`config.mk`:
```
export PLATFORM = sky130hd
export DESIGN_NAME = mlab_scfifo_sa
export DESIGN_NICKNAME = d
export VERILOG_FILES = /design/src/rtl/mlab_fifo_pkg.sv /design/src/rtl/generic_mlab_sc.sv /design/src/rtl/mlab_scfifo_sa.sv
export SDC_FILE = /design/constraint.sdc
export NUM_CORES = 1
export LEC_CHECK = 0
export ABC_AREA = 0
export BUFFER_PORTS_ARGS = -buffer_cell sky130_fd_sc_hd__buf_2
export CAP_MARGIN = 30
export CORE_ASPECT_RATIO = 0.6
export CORE_MARGIN = 5
export CORE_UTILIZATION = 46
export DETAILED_ROUTE_END_ITERATION = 12
export MAX_ROUTING_LAYER = met4
export SLEW_MARGIN = 15
export SYNTH_ARGS = -nofsm -noshare
export SYNTH_HDL_FRONTEND = slang
export SYNTH_SLANG_ARGS = --single-unit
```
`constraint.sdc`:
```
create_clock -name clk -period 3.2 [get_ports clk]
set_input_delay 0.96 -clock clk [delete_from_list [all_inputs] [get_ports clk]]
set_output_delay 0.96 -clock clk [all_outputs]
set_load 0.02 [all_outputs]
```
`src/rtl/mlab_fifo_pkg.sv`:
```
// Shared constants and sizing helpers for the MLAB-based single-clock FIFOs.
// Family names select the storage implementation inside generic_mlab_sc.
package mlab_fifo_pkg;

  localparam string FAMILY_AGILEX = "Agilex";
  localparam string FAMILY_S10    = "S10";
  localparam string FAMILY_OTHER  = "Other";

  localparam int DEFAULT_AE_THRESH = 2;

  // Occupancy must represent 0..depth inclusive, hence one bit above the address.
  function automatic int usedw_width(input int depth);
    return $clog2(depth) + 1;
  endfunction

  function automatic int default_af_thresh(input int depth);
    return (depth > 4) ? (depth - 4) : depth;
  endfunction

endpackage

```
`src/rtl/generic_mlab_sc.sv`:
```
// Single-clock MLAB RAM: synchronous write, registered read with read enable.
// The read register doubles as the FIFO output stage.
module generic_mlab_sc
  import mlab_fifo_pkg::*;
#(
  parameter int    WIDTH      = 8,
  parameter int    ADDR_WIDTH = 5,
  parameter string FAMILY     = FAMILY_OTHER
) (
  input  logic                  clk,
  input  logic                  rst_n,
  input  logic                  we,
  input  logic [ADDR_WIDTH-1:0] waddr,
  input  logic [WIDTH-1:0]      wdata,
  input  logic                  re,
  input  logic [ADDR_WIDTH-1:0] raddr,
  output logic [WIDTH-1:0]      rdata
);

  localparam int DEPTH = 1 << ADDR_WIDTH;

  if (FAMILY == FAMILY_S10) begin : g_s10
    (* ramstyle = "mlab" *) logic [WIDTH-1:0] mem_r [DEPTH];
    logic [WIDTH-1:0]      wdata_r;
    logic [ADDR_WIDTH-1:0] waddr_r;
    logic                  we_r;
    logic [WIDTH-1:0]      rdata_r;

    // Registered write-input stage
    always_ff @(posedge clk or negedge rst_n) begin
      if (!rst_n) begin
        we_r    <= 1'b0;
        waddr_r <= {ADDR_WIDTH{1'b0}};
        wdata_r <= {WIDTH{1'b0}};
      end else begin
        we_r    <= we;
        waddr_r <= waddr;
        wdata_r <= wdata;
      end
    end

    // Array write from the input stage
    always_ff @(posedge clk) begin
      if (we_r) mem_r[waddr_r] <= wdata_r;
    end

    // Registered read; a word still in the input stage is forwarded so it is
    // readable one cycle after its write, as with the other families.
    always_ff @(posedge clk) begin
      if (re) rdata_r <= (we_r && (waddr_r == raddr)) ? wdata_r : mem_r[raddr];
    end

    assign rdata = rdata_r;
  end else if (FAMILY == FAMILY_AGILEX) begin : g_agilex
    (* ramstyle = "mlab" *) logic [WIDTH-1:0] mem_r [DEPTH];
    logic [WIDTH-1:0] rdata_r;

    // Array write
    always_ff @(posedge clk) begin
      if (we) mem_r[waddr] <= wdata;
    end

    // Registered read, no reset on the primitive output register
    always_ff @(posedge clk) begin
      if (re) rdata_r <= mem_r[raddr];
    end

    assign rdata = rdata_r;
  end else begin : g_other
    (* ramstyle = "mlab" *) logic [WIDTH-1:0] mem_r [DEPTH];
    logic [WIDTH-1:0] rdata_r;

    // Array write
    always_ff @(posedge clk) begin
      if (we) mem_r[waddr] <= wdata;
    end

    // Registered read with reset so dout is defined from reset
    always_ff @(posedge clk or negedge rst_n) begin
      if (!rst_n)  rdata_r <= {WIDTH{1'b0}};
      else if (re) rdata_r <= mem_r[raddr];
      else         rdata_r <= rdata_r;
    end

    assign rdata = rdata_r;
  end

endmodule

```
`src/rtl/mlab_scfifo_sa.sv`:
```
// Single-clock show-ahead FIFO on MLAB storage with count, thresholds, flush
// and sticky error flags. The RAM read register is the output stage.
module mlab_scfifo_sa
  import mlab_fifo_pkg::*;
#(
  parameter int    WIDTH      = 8,
  parameter int    ADDR_WIDTH = 5,
  parameter string FAMILY     = FAMILY_OTHER,
  parameter int    AF_THRESH  = default_af_thresh(1 << ADDR_WIDTH),
  parameter int    AE_THRESH  = DEFAULT_AE_THRESH
) (
  input  logic                  clk,
  input  logic                  rst_n,
  input  logic [WIDTH-1:0]      din,
  input  logic                  wreq,
  input  logic                  rreq,
  input  logic                  flush,
  output logic [WIDTH-1:0]      dout,
  output logic                  empty,
  output logic                  full,
  output logic                  almost_full,
  output logic                  almost_empty,
  output logic [ADDR_WIDTH:0]   usedw,
  output logic                  overflow,
  output logic                  underflow
);

  localparam int DEPTH = 1 << ADDR_WIDTH;
  localparam int CNT_W = usedw_width(DEPTH);
  localparam logic [ADDR_WIDTH-1:0] PTR_ONE = ADDR_WIDTH'(1);

  logic [ADDR_WIDTH-1:0] wptr_r, rptr_r;
  logic [CNT_W-1:0]      mem_cnt_r, usedw_s;
  logic                  out_valid_r, overflow_r, underflow_r;
  logic                  full_s, wa_s, ra_s, mem_re_s;
  logic [WIDTH-1:0]      rdata_s;

  // Accept qualification and prefetch decision; flush suppresses every request.
  always_comb begin
    usedw_s  = mem_cnt_r + CNT_W'(out_valid_r);
    full_s   = (usedw_s == CNT_W'(DEPTH));
    wa_s     = wreq & ~full_s & ~flush;
    ra_s     = rreq & out_valid_r & ~flush;
    mem_re_s = (mem_cnt_r != {CNT_W{1'b0}}) & (~out_valid_r | ra_s) & ~flush;
  end

  // Pointers, memory count and output-stage valid
  always_ff @(posedge clk or negedge rst_n) begin
    if (!rst_n) begin
      wptr_r      <= {ADDR_WIDTH{1'b0}};
      rptr_r      <= {ADDR_WIDTH{1'b0}};
      mem_cnt_r   <= {CNT_W{1'b0}};
      out_valid_r <= 1'b0;
    end else if (flush) begin
      wptr_r      <= {ADDR_WIDTH{1'b0}};
      rptr_r      <= {ADDR_WIDTH{1'b0}};
      mem_cnt_r   <= {CNT_W{1'b0}};
      out_valid_r <= 1'b0;
    end else begin
      if (wa_s) wptr_r <= wptr_r + PTR_ONE;
      if (mem_re_s) begin
        rptr_r      <= rptr_r + PTR_ONE;
        out_valid_r <= 1'b1;
      end else if (ra_s) begin
        out_valid_r <= 1'b0;
      end else begin
        out_valid_r <= out_valid_r;
      end
      mem_cnt_r <= mem_cnt_r + CNT_W'(wa_s) - CNT_W'(mem_re_s);
    end
  end

  // Sticky error flags, cleared only by reset; dropped requests under flush don't count
  always_ff @(posedge clk or negedge rst_n) begin
    if (!rst_n) begin
      overflow_r  <= 1'b0;
      underflow_r <= 1'b0;
    end else begin
      overflow_r  <= overflow_r  | (wreq & full_s & ~flush);
      underflow_r <= underflow_r | (rreq & ~out_valid_r & ~flush);
    end
  end

  generic_mlab_sc #(
    .WIDTH      (WIDTH),
    .ADDR_WIDTH (ADDR_WIDTH),
    .FAMILY     (FAMILY)
  ) u_mem (
    .clk   (clk),
    .rst_n (rst_n),
    .we    (wa_s),
    .waddr (wptr_r),
    .wdata (din),
    .re    (mem_re_s),
    .raddr (rptr_r),
    .rdata (rdata_s)
  );

  assign dout         = rdata_s;
  assign empty        = ~out_valid_r;
  assign full         = full_s;
  assign almost_full  = (usedw_s >= CNT_W'(AF_THRESH));
  assign almost_empty = (usedw_s <= CNT_W'(AE_THRESH));
  assign usedw        = usedw_s;
  assign overflow     = overflow_r;
  assign underflow    = underflow_r;

endmodule
```
## Word level (Yosys, flattened, before mapping)

Memory sizes are Yosys's and may differ from the RTL's. A register that Yosys moved wholly into a read port is not among the register bits.
Index checks and enable logic that the tools add are counted.
Widths: inputs -> output; s select.

| cells by class | value |
|---|---|
| $add $sub $neg | 5 |
| magnitude comparators | 2 |
| eq/ne operators | 1 |
| mux-type cells | 10 |
| bitwise logic cells | 16 |
| reductions and logical operators | 5 |

Operators by type and width:

| cell | number |
|---|---|
| $mux 5 | 4 |
| $add 6x1->6 | 2 |
| $add 5x1->5 const B | 2 |
| $and 1x1->1 | 10 |
| $eq 6x6->1 const B | 1 |
| $ge 6x5->1 const B | 1 |
| $le 6x2->1 const B | 1 |
| $mux 6 | 1 |
| $reduce_bool 6->1 | 1 |
| $sub 6x1->6 | 1 |
| $mux 1 | 5 |
| $reduce_bool 2->1 | 2 |
| $not 1->1 | 3 |
| $or 1x1->1 | 3 |
| $reduce_bool 3->1 | 1 |
| $logic_not 1->1 | 1 |

| word-level totals | value |
|---|---|
| flip-flop bits (word level) | 19 |
| memory bits (writable) | 256 |
| input bits | 13 |
| memories kept | 1 |

Memory list:

| name | depth | bits a word | read ports | clocked after Yosys merged registers in | write ports | line | text |
|---|---|---|---|---|---|---|---|
| u_mem.g_other.mem_r | 32 | 8 | 1 | 1 | 1 | generic_mlab_sc.sv:70 | `(* ramstyle = "mlab" *) logic [WIDTH-1:0] mem_r [DEPTH];` |

## Depth between registers and ports, before layout

| logic depth | value |
|---|---|
| word-level depth | 8 |
| gate-level depth with buffers | 15 |
| gate-level depth less buffers | 15 |

## Hierarchy

Synthesis repeated with hierarchy kept, for this count alone.

| second synthesis, totals | value |
|---|---|
| cells, all modules | 716 |
| area, all modules | 11644.9 sq um |

Modules (own cells, without submodules):

| module | instances | cells each | area an instance (sq um) |
|---|---|---|---|
| generic_mlab_sc | 1 | 591 | 10421.2 |
| mlab_scfifo_sa | 1 | 125 | 1223.7 |

## Least setup slack after synthesis

OpenSTA, ideal clock, no wires.

| timing | value |
|---|---|
| kind | flip-flop to flip-flop |
| start point | register out_valid_r |
| end point | register mem_cnt_r[5] |
| library setup time | 69 ps |
| arrival | 3248 ps |
| data required time | 3131 ps |
| path slack | -116 ps |
| stages on the path, launching flop included | 15 |
| buffers on the path | 0 |
| clock period less this slack | 3316 ps |
| path through | dfrtp_1 -> ha_1 -> ha_1 -> or3_1 -> a311oi_2 -> a31oi_1 -> inv_1 -> ha_1 -> inv_1 -> ha_1 -> a21o_1 -> a21oi_1 -> o21bai_1 -> or4_1 -> nand3_1 |

| on the way | value |
|---|---|
| longest elaborated chain between the ends | 8 |
| elaborated cells between the ends (all ways) | 14 |
| those cells by class | add/sub (3); eq/ne (1); mux (1); bitwise (9) |

Ends and longest elaborated chain:

| item | line | text |
|---|---|---|
| from (decl) | mlab_scfifo_sa.sv:34 | `logic out_valid_r, overflow_r, underflow_r;` |
| from (signal assigned) | mlab_scfifo_sa.sv:67 | `out_valid_r <= out_valid_r;` |
| $add 6x1->6 | mlab_scfifo_sa.sv:40 | `usedw_s = mem_cnt_r + CNT_W'(out_valid_r);` |
| $eq 6x6->1 | mlab_scfifo_sa.sv:41 | `full_s = (usedw_s == CNT_W'(DEPTH));` |
| $not 1->1 | mlab_scfifo_sa.sv:42 | `wa_s = wreq & ~full_s & ~flush;` |
| $and 1x1->1 (2 in series) | mlab_scfifo_sa.sv:42 |  |
| $add 6x1->6 | mlab_scfifo_sa.sv:69 | `mem_cnt_r <= mem_cnt_r + CNT_W'(wa_s) - CNT_W'(mem_re_s);` |
| $sub 6x1->6 (*) | mlab_scfifo_sa.sv:69 |  |
| $mux 6 (*) | mlab_scfifo_sa.sv:54 | `end else if (flush) begin` |
| to (signal assigned) | mlab_scfifo_sa.sv:52 | `mem_cnt_r <= {CNT_W{1'b0}};` |
| to (signal assigned) | mlab_scfifo_sa.sv:57 | `mem_cnt_r <= {CNT_W{1'b0}};` |
| to (signal assigned) | mlab_scfifo_sa.sv:69 |  |
| to (decl) | mlab_scfifo_sa.sv:33 | `logic [CNT_W-1:0] mem_cnt_r, usedw_s;` |

Mark *: on every way between the ends. The rest lies on a longest branch, timed or not.
A chain may end at the register's enable or synchronous reset.

## Worst setup path in the final report

| timing | value |
|---|---|
| start point | register out_valid_r |
| end point | output port full |

| on the way | value |
|---|---|
| longest elaborated chain between the ends | 2 |

Ends and longest elaborated chain:

| item | line | text |
|---|---|---|
| $add 6x1->6 | mlab_scfifo_sa.sv:40 |  |
| $eq 6x6->1 | mlab_scfifo_sa.sv:41 |  |
| to (decl) | mlab_scfifo_sa.sv:20 | `output logic full,` |

No other way between the ends.

==> results.cfg <==
[global_route]
grt_usage_pct = 18.6
gr-total-overflow = 0
grt_start_max_net_pins = 38
grt_pass1_vias = 6438
antenna_found_initial = 0
grt_pass1_wl_um = 39200

[clocking]
cts_tree = built
cts_buffer_depth = 3
cts_buffers = 26
hold_buffers = 0
root_buffer = clkbuf_16
clkTransAtPathRegs_ns = 0.06
worst_skew_pair.late_latency_ns = 0.52
clock-sinks = 283
cts_max_level = 1

[yosys]
ys_ff_latch = 283
syn-instance-count = 658
synth_area_mm2 = 0.0115
synth_edf_count = 256
synth_flop_cell = edfxtp_1
async_flop_share_pct = 9.54
syn_nets = 690
yosysWarningCount = 0
synth_cell_type_count = 48
yosysSeqAreaShare_pct = 72.6
syn_avg_cell_area_um2 = 17.5

[timing]
slew_headroom_pct = 44.0
min_period_ns = 3.26
finalClockSkew_ns = 0.00741
setup_viol = 2
rsz0062_at_grt = yes
setup_slack_ns = -0.0648
tns_ns = -0.124
maxSlewViolCount = 0
fmax_ghz = 0.306
hold_viol_final = 0
worst_slew_pin_slew_ns = 0.837
fin_crit_sh_pct = 102

[final_layout]
fill_cells = 1862
layout.nets = 751
layout_common_cells = 256 x edfxtp_1, 48 x mux2i_1, 41 x mux4_2
n_antenna_cell = 0
final_common_cell = edfxtp_1
layout-area-overhead-vs-synth_pct = 15.6
drive_gt1_share_pct = 26.7

[pwr]
switching_share_pct = 29.5
cellPowerDensity_mw_per_mm2 = 796
p_leak_uw = 0.00430
p_int_uw = 7470
p_clk_share_pct = 30.9
p_seq_share_pct = 41.8
peakVddDrop_mv = 0.379
power_switching_uw = 3130
pwr-share-comb_pct = 27.3

[setup_path]
cp-end-kind = output port
r2r-end = mem_cnt_r[5]
rr_startpoint = out_valid_r
crit_chain = ha_4, ha_4, or3_4, a311oi_4, buf_6, nand3_4, inv_2, buf_6
cp_slowest_cell = dfrtp_1
crit_arrival_ns = 2.30
reg2reg_depth = 15
critical_path_class = flop to output port
r2r_slack_ns = 0.12
max_stage_delay_ns = 0.42
critPathLaunchType = flop
required_ns = 2.24
path_max_fanout = 3

[route]
drt_wl_total_um = 25700
post_drt_wl_per_cell_um = 24.2
antenna_left = 0
initialDrtViolationCount = 578
drc = 0
viasPerCell = 5.89
num_vias = 6244
firstDrtPassIters = 5

[job]
drv_cap = 0

[floorplanning]
core_mm2 = 0.0244
ios = 33
initial_utilization_pct = 47.2
die-area_mm2 = 0.0284
die-height_um = 133
fp-row-count = 44
dieWidth_um = 214

[placement]
dp_slack_ns = -0.0505
port_buffers = 32
place.gp.congestion = 0.933
hpwl_um = 16400

[status]
status = finished with violations
violations = negative setup slack

[min_path]
hp-class = input port to async pin
-- metal layers --
metal  wire (µm)  up-vias  track usage, %
met5           0        -               -
met4         504        0            3.72
met3        2090       45            4.84
met2       11500      230            27.2
met1       11500     3236            26.6
li1            -     2733               -
-- repair_timing --
action                                 in CTS  in global routing
pin swaps                                   5                  6
buffers inserted                            9                  0
endpoints found under the hold margin       0                  0
setup endpoints to repair                   4                205
resized for setup                          15                 38
-- worst max-delay path, delay by kind of cell, from the launching register on --
family,cells,cell delay [ns]
AO/OA/AOI/OAI,1,0.25
buffers and inverters,3,0.34
flip-flops,1,0.42
adder cells (fa/ha/maj),2,0.35
AND/OR/NAND/NOR,2,0.43
-- cell usage after synthesis, types with 2 or more instances --
cell type / instances / area share (%)
a21o_1: 2 / 0.13
a21oi_1: 20 / 0.87
a221oi_1: 7 / 0.53
a31oi_1: 18 / 0.98
buf_1: 2 / 0.065
buf_2: 12 / 0.52
buf_4: 3 / 0.20
clkbuf_1: 10 / 0.33
dfrtp_1: 27 / 5.9
edfxtp_1: 256 / 67
ha_1: 18 / 2.0
inv_1: 17 / 0.55
mux2i_1: 48 / 4.2
mux4_2: 41 / 8.0
nand2_1: 11 / 0.36
nand2_2: 2 / 0.11
nand2b_1: 3 / 0.16
nand3_1: 10 / 0.43
nand4_1: 5 / 0.27
nor2_1: 64 / 2.1
nor2b_1: 12 / 0.65
o21ai_0: 15 / 0.65
o21bai_1: 3 / 0.20
o221ai_1: 9 / 0.68
o32ai_1: 7 / 0.53
or3_1: 3 / 0.16
or4_1: 2 / 0.13
xnor2_1: 7 / 0.53
xor2_1: 5 / 0.38
-- per-stage QoR --
step                      area, µm²  cells  hold WS [ns]  utilization, %  total power, µW
final                         13300   1061         0.463            54.6            10600
after global routing          13300   1061         0.500            54.6            11100
after CTS                     13200   1062         0.466            54.0            10500
after detailed placement      12100   1005         0.467            49.8             7060
after global placement        12100   1005         0.461            49.8             7010
after floorplan               11500    658         0.505               -             6170
-- sequential cells by signal (all words and copies together), names as in the netlist --
name and flops:
wptr_r 5, underflow 1, overflow 1, u_mem.rdata 8, rptr_r 5, mem_cnt_r 6
out_valid_r 1, u_mem.g_other.mem_r 256
-- power by group through the flow --
stage          logic (µW)  clock network, µW  registers [µW]
6_report             2900               3270            4430
5_1_grt              3130               3480            4460
4_1_cts              2750               3330            4430
3_5_place_dp         2560                  0            4500
3_3_place_gp         2530                  0            4490
2_1_floorplan        1780                  0            4400
-- worst max path at each step --
stage	from	cells past startpoint	slack [ns]	to
2_1_floorplan	out_valid_r	14	0.02	mem_cnt_r[5]
3_3_place_gp	mem_cnt_r[0]	14	0.03	mem_cnt_r[5]
3_5_place_dp	mem_cnt_r[0]	14	-0.05	mem_cnt_r[5]
4_1_cts	out_valid_r	8	-0.14	full
5_1_grt	out_valid_r	8	-0.15	full
6_report	out_valid_r	8	-0.06	full
-- logic make-up (layout without fill, tap and decap cells) --
family,after synthesis,in the layout,synth area share [%]
muxes,89,89,12.2
buffers and inverters,44,125,1.66
DFF,283,283,72.6
and+or+nand+nor,123,123,5.29
AOI/OAI and AO/OA,88,88,5.16
xor gates and xnor gates,12,12,0.913
adders and majority gates,19,19,2.13
-- final cells by class --
type	count	area (µm²)	area share (%)
multi-input cells	331	3150	23.7
inverters	17	63.8	0.480
well taps	322	403	3.03
flip-flops and latches	283	8370	62.9
clock inverters	14	205	1.54
clock buffers	34	702	5.28
repair buffers	60	412	3.09
(Power assumes the default switching activity.)
